## src/rtl/mux4_scan_ctrl_if.sv

```systemverilog
// mux4_scan_ctrl_if: scan request, mux select/sample and result handshake bundle
//  slave  : the scan controller side
//  master : the requester / downstream / mux side
interface mux4_scan_ctrl_if;
  logic       start_in;
  logic [3:0] en_mask_in;
  logic       mux_y_in;
  logic [1:0] sel_out;
  logic       busy_out;
  logic [3:0] data_out;
  logic       valid_out;
  logic       ready_in;
  logic       overrun_out;
  modport slave (
    input  start_in, en_mask_in, mux_y_in, ready_in,
    output sel_out, busy_out, data_out, valid_out, overrun_out
  );
  modport master (
    output start_in, en_mask_in, mux_y_in, ready_in,
    input  sel_out, busy_out, data_out, valid_out, overrun_out
  );
endinterface

```

## src/rtl/mux4_scan_ctrl.sv

```systemverilog
// mux4_scan_ctrl: steps a 4:1 mux select over enabled channels and returns the sampled bits as one word
//  clock_in, reset_in : rising-edge clock, synchronous active-high reset
//  bus.start_in/en_mask_in : scan request and channel enables (latched at start)
//  bus.sel_out/mux_y_in    : mux select out, mux output sampled back
//  bus.data_out/valid_out/ready_in : result word handshake, held until accepted
//  bus.busy_out : scan in progress; bus.overrun_out : sticky start-while-busy
module mux4_scan_ctrl #(
  parameter int DWELL = 2,
  parameter int CNT_W = 4
) (
  input logic clock_in,
  input logic reset_in,
  mux4_scan_ctrl_if.slave bus
);
  typedef enum logic [1:0] {IDLE, SCAN, DONE} state_t;
  state_t             state_q;
  logic [3:0]         mask_q, shadow_q, data_q, hi;
  logic [1:0]         sel_q, first, nxt;
  logic [CNT_W-1:0]   cnt_q;
  logic               valid_q, ovr_q;
  // first: lowest enabled channel of the incoming mask
  // nxt:   lowest latched channel strictly above the current one (hi==0 means none left)
  always_comb begin
    first = '0;
    nxt = '0;
    hi = mask_q & ~((4'd2 << sel_q) - 4'd1);
    for (int i = 3; i >= 0; i--) begin
      if (bus.en_mask_in[i]) first = 2'(i);
      if (hi[i]) nxt = 2'(i);
    end
  end
  always_ff @(posedge clock_in) begin
    if (reset_in) begin
      state_q  <= IDLE;
      mask_q   <= '0;
      shadow_q <= '0;
      data_q   <= '0;
      sel_q    <= '0;
      cnt_q    <= '0;
      valid_q  <= 1'b0;
      ovr_q    <= 1'b0;
    end else begin
      if (bus.start_in && state_q != IDLE) ovr_q <= 1'b1;
      case (state_q)
        IDLE: if (bus.start_in && bus.en_mask_in != 4'd0) begin
          mask_q   <= bus.en_mask_in;
          sel_q    <= first;
          cnt_q    <= CNT_W'(DWELL - 1);
          shadow_q <= '0;
          state_q  <= SCAN;
        end
        SCAN: if (cnt_q != '0) cnt_q <= cnt_q - 1'b1;
        else begin
          shadow_q[sel_q] <= bus.mux_y_in;
          if (hi != 4'd0) begin
            sel_q <= nxt;
            cnt_q <= CNT_W'(DWELL - 1);
          end else begin
            data_q  <= shadow_q | (4'(bus.mux_y_in) << sel_q);
            valid_q <= 1'b1;
            state_q <= DONE;
          end
        end
        DONE: if (bus.ready_in) begin
          valid_q <= 1'b0;
          state_q <= IDLE;
        end
        default: state_q <= IDLE;
      endcase
    end
  end
  assign bus.sel_out     = sel_q;
  assign bus.busy_out    = state_q != IDLE;
  assign bus.data_out    = data_q;
  assign bus.valid_out   = valid_q;
  assign bus.overrun_out = ovr_q;
endmodule

```

## src/flat_wrapper.sv

```systemverilog
// flat-port wrapper written by rule: the top's interface ports become plain ports
module mux4_scan_ctrl_flat 
#(
  parameter int DWELL = 2,
  parameter int CNT_W = 4
)
  (clock_in, reset_in, bus_start_in, bus_en_mask_in, bus_mux_y_in, bus_ready_in, bus_sel_out, bus_busy_out, bus_data_out, bus_valid_out, bus_overrun_out);
  mux4_scan_ctrl_if bus_i ();
  input logic clock_in;
  input logic reset_in;
  input wire logic [$bits(bus_i.start_in)-1:0] bus_start_in;
  input wire logic [$bits(bus_i.en_mask_in)-1:0] bus_en_mask_in;
  input wire logic [$bits(bus_i.mux_y_in)-1:0] bus_mux_y_in;
  input wire logic [$bits(bus_i.ready_in)-1:0] bus_ready_in;
  output wire logic [$bits(bus_i.sel_out)-1:0] bus_sel_out;
  output wire logic [$bits(bus_i.busy_out)-1:0] bus_busy_out;
  output wire logic [$bits(bus_i.data_out)-1:0] bus_data_out;
  output wire logic [$bits(bus_i.valid_out)-1:0] bus_valid_out;
  output wire logic [$bits(bus_i.overrun_out)-1:0] bus_overrun_out;
  assign bus_i.start_in = bus_start_in;
  assign bus_i.en_mask_in = bus_en_mask_in;
  assign bus_i.mux_y_in = bus_mux_y_in;
  assign bus_i.ready_in = bus_ready_in;
  assign bus_sel_out = bus_i.sel_out;
  assign bus_busy_out = bus_i.busy_out;
  assign bus_data_out = bus_i.data_out;
  assign bus_valid_out = bus_i.valid_out;
  assign bus_overrun_out = bus_i.overrun_out;
  mux4_scan_ctrl #(.DWELL(DWELL), .CNT_W(CNT_W)) u_core (.clock_in(clock_in), .reset_in(reset_in), .bus(bus_i));
endmodule
```

## config.mk

```make
export PLATFORM = sky130hd
export DESIGN_NAME = mux4_scan_ctrl_flat
export DESIGN_NICKNAME = d
export VERILOG_FILES = /design/src/rtl/mux4_scan_ctrl_if.sv /design/src/rtl/mux4_scan_ctrl.sv /design/src/flat_wrapper.sv
export SDC_FILE = /design/constraint.sdc
export NUM_CORES = 1
export LEC_CHECK = 0
export ABC_AREA = 1
export CORE_MARGIN = 5
export CORE_UTILIZATION = 35
export CTS_CLUSTER_DIAMETER = 40
export DETAILED_ROUTE_END_ITERATION = 16
export HOLD_SLACK_MARGIN = 0.06
export SLEW_MARGIN = 20
export SYNTH_ARGS = -nofsm -noshare
export SYNTH_HDL_FRONTEND = slang
export SYNTH_SLANG_ARGS = --single-unit
```

## constraint.sdc

```tcl
create_clock -name clock_in -period 1.54 [get_ports clock_in]
set_clock_uncertainty 0.2 [all_clocks]
set_input_delay 0.231 -clock clock_in [delete_from_list [all_inputs] [get_ports clock_in]]
set_output_delay 0.231 -clock clock_in [all_outputs]
set_load 0.03 [all_outputs]
```

==> out/qor.yml <==
leak_pwr_nw: 0.664
report.final.setup_viol: 0
vdd_drop_max_mv: 0.404
worst-endpoint-arrival_ps: 1520
timing.max_slew.rel_slack: 0.797
met3_usage: 0.0263
postSynth.topFlopCell: "dfxtp_1"
sum_of_routed_wire_length_over_all_layers_um: 2470
status: "complete, no violations"
synth_enable_flop_cells: 0
worst_setup_path_start_kind: "register"
final-max-slew-violation-count: 0
cp_slowest_cell: "dfxtp_2"
rows: 21
clock_sink_count: 21
tightest_slew_ps: 304
antenna-diode-count: 0
post_synth_num_cell_types: 29
grt_use_total: 0.117
hold_path_depth: 2
hp-start: "u_core.bus.overrun_out"
first_global_vias: 1033
remaining_drc_errors: 0
number_of_max_cap_violations: 0
syn-num-nets: 163
fmax_mhz: 666
cp_cell_sequence: "inv_2 -> ha_4 -> nand3_4 -> o21ai_4 -> nand3_1 -> nand2_1 -> nor2_1"
post_drt_via_cell_ratio: 4.65
share_of_final_layout_standard_cells_stronger_than_drive_strength_1: 0.296
total_switching_power_uw: 768
worstHoldPathType: "register to register"
chipHeight_um: 67.9
reg2reg_depth: 7
cts_root_buf: "clkbuf_4"
grt_antenna_before_repair: 0
placement.setup.worst_slack_ps: -216
area_growth_pct: 28.1
yosysWarnings: 0
grt.met2_usage: 0.212
critPathLaunch: "u_core.cnt_q[1]"
postLayoutSetupSlackWorst_ps: 38.4
synth_async_sr_flop_share: 0
initial_core_util: 0.358
clk_latency_ps: 310
finalHoldViolations: 0
worst_setup_hold_path_clk_slew_ps: 130
final_clock_period_utilization_by_the_worst_path: 0.975
core-area_um2: 3280
die_width_um: 67.9
synthesis.area_per_instance_um2: 7.73
met1_resource_use_gr: 0.136
cpPeakStageDelay_ps: 350
grt_first_pass_wirelength_um: 4200
grt_start_max_net_pins: 13
sw_frac_of_total: 0.428
share_seq_of_total_power: 0.397
grt-ovfl-total: 0
worstSetupEndpointType: "register"
unrepaired_setup_endpoints_after_global_routing: "yes"
boundaryPins: 18
synth_seq_cells: 21
internal_power_mw: 1.03
clkPwrFrac: 0.157
cts-root-to-sink-buffers: 2
numCtsBuffers: 3
syn_area_um2: 1170
design.final.nets: 191
final_replace_weighted_congestion: 0.834
comb_power_share: 0.446
post-route-min-period_ps: 1500
timing.setup.critical_path_class: "register to register"
powerDensity_nw_per_um2: 1190
gr-max-usage-layer: "met2"
dieArea_um2: 4620
synthesis.instances: 152
dpl.hpwl_um: 1910
cts.htree.levels: 1
yosysSeqAreaShare: 0.358
placement.io_buffers: 17
detail_route.iter0.violations: 63
detail-route-antenna-nets: 0
first_pass_iters: 4
worst_hold_slack_ps: 284
worst_r2r_startpoint: "u_core.cnt_q[1]"
cp_max_fo: 8
route.vias.total: 1046
cts_tree: "done"
worst-endpoint-required_ps: 1560
num-fill-cells: 326
wl_cell_um: 11.0
==> cells in the mapped netlist (4+ instances only) <==
cell type	number	area, um^2
nor2_2	4	25.0
inv_1	17	63.8
a21oi_1	14	70.1
nand2_2	4	25.0
dfxtp_1	21	420
nor2_1	21	78.8
nand2_1	21	78.8
nand3_1	13	65.1
==> worst max-delay path: cells and delay by family, from the launching register on <==
kind                       cells  cell delay, ps
and+or+nand+nor                4             360
DFF                            1             350
AOI/OAI and AO/OA              1             280
adders and majority gates      1             140
buffers and inverters          1              80
==> path summary, 6_finish.rpt <==
| path | end | slack (ps) |
|---|---|---|
| hold reg to reg | u_core.bus.overrun_out | 280 |
| hold / removal | u_core.bus.overrun_out | 280 |
| setup / recovery | u_core.bus.sel_out[0] | 40 |
| setup reg to reg | u_core.bus.sel_out[0] | 40 |
==> placed cells by master, fill, tap and decap left out, types with 2 or more instances in the layout <==
cell type / synthesis / final
clkdlybuf4s50_1: 0 / 8
nor2_4: 3 / 4
nand2_4: 2 / 3
dfxtp_2: 0 / 5
nand3_1: 13 / 13
inv_4: 2 / 2
a21oi_2: 1 / 3
dfxtp_1: 21 / 15
nand4_1: 3 / 3
clkbuf_4: 0 / 3
nand2_2: 4 / 4
clkdlybuf4s15_1: 0 / 2
nor2_1: 21 / 20
o21bai_1: 3 / 3
nor2_8: 2 / 2
dlygate4sd2_1: 0 / 4
inv_1: 17 / 15
a21oi_1: 14 / 12
nand2_1: 21 / 20
o21ai_1: 3 / 3
nor2_2: 4 / 4
buf_4: 1 / 9
inv_2: 3 / 5
o21ai_0: 2 / 2
a211oi_1: 2 / 2
==> power groups by stage <==
stage	sequential, mW	combinational, mW	clock (mW)
floorplan	0.777	0.506	0
global placement	0.709	0.774	0
detailed placement	0.712	0.788	0
CTS	0.704	0.770	0.286
global route	0.725	0.885	0.302
finish	0.712	0.800	0.283
==> routing by layer <==
layer / up-vias / wire length, um / part of all wire
met1: 472 / 1120 / 0.45
met4: 0 / 26 / 0.011
met3: 4 / 102 / 0.041
met5: - / 0 / 0
met2: 19 / 1220 / 0.49
li1: 551 / - / -
==> cell type report <==
type	count	area, um^2	share of cell area
multi-input combinational	108	694	0.461
clock inverter	1	5.00	0.00333
tap	46	57.6	0.0382
timing repair buffer	24	208	0.138
clock buffer	3	22.5	0.0150
sequential	21	430	0.286
inverter	22	87.6	0.0582
==> state kept, by name, summed over array words and instances (netlist names) <==
register and flops:
u_core.bus.data_out 4, u_core.bus.overrun_out 1, u_core.bus.sel_out 2, u_core.bus.valid_out 1
u_core.cnt_q 4, u_core.mask_q 3, u_core.shadow_q 4, u_core.state_q 2
==> through the flow <==
step / power [mW] / TNS, ps / util / area, um^2 / cells
after floorplan: 1.28 / 0 / - / 1180 / 152
after global placement: 1.48 / -1620 / 0.438 / 1440 / 220
after detailed placement: 1.50 / -2220 / 0.438 / 1440 / 220
after CTS: 1.76 / 0 / 0.446 / 1460 / 224
after global routing: 1.91 / -78.1 / 0.458 / 1510 / 225
final: 1.80 / 0 / 0.458 / 1510 / 225
==> kinds of logic (layout without fill, tap and decap cells) <==
family                     Yosys count  in the layout  synth area share
xor gates and xnor gates             1              1           0.00746
buffers and inverters               23             50            0.0809
adders and majority gates            2              2            0.0213
AOI/OAI and AO/OA                   26             26             0.134
DFF                                 21             21             0.358
and+or+nand+nor                     79             79             0.398
==> repair_timing <==
| item | 4_1_cts | 5_1_grt |
|---|---|---|
| setup endpoints to repair | 11 | 15 |
| setup buffers | 0 | 1 |
| pin swaps | 4 | 2 |
| gates resized for setup | 14 | 12 |
| hold buffers | 0 | 0 |
(Power assumes the default switching activity.)
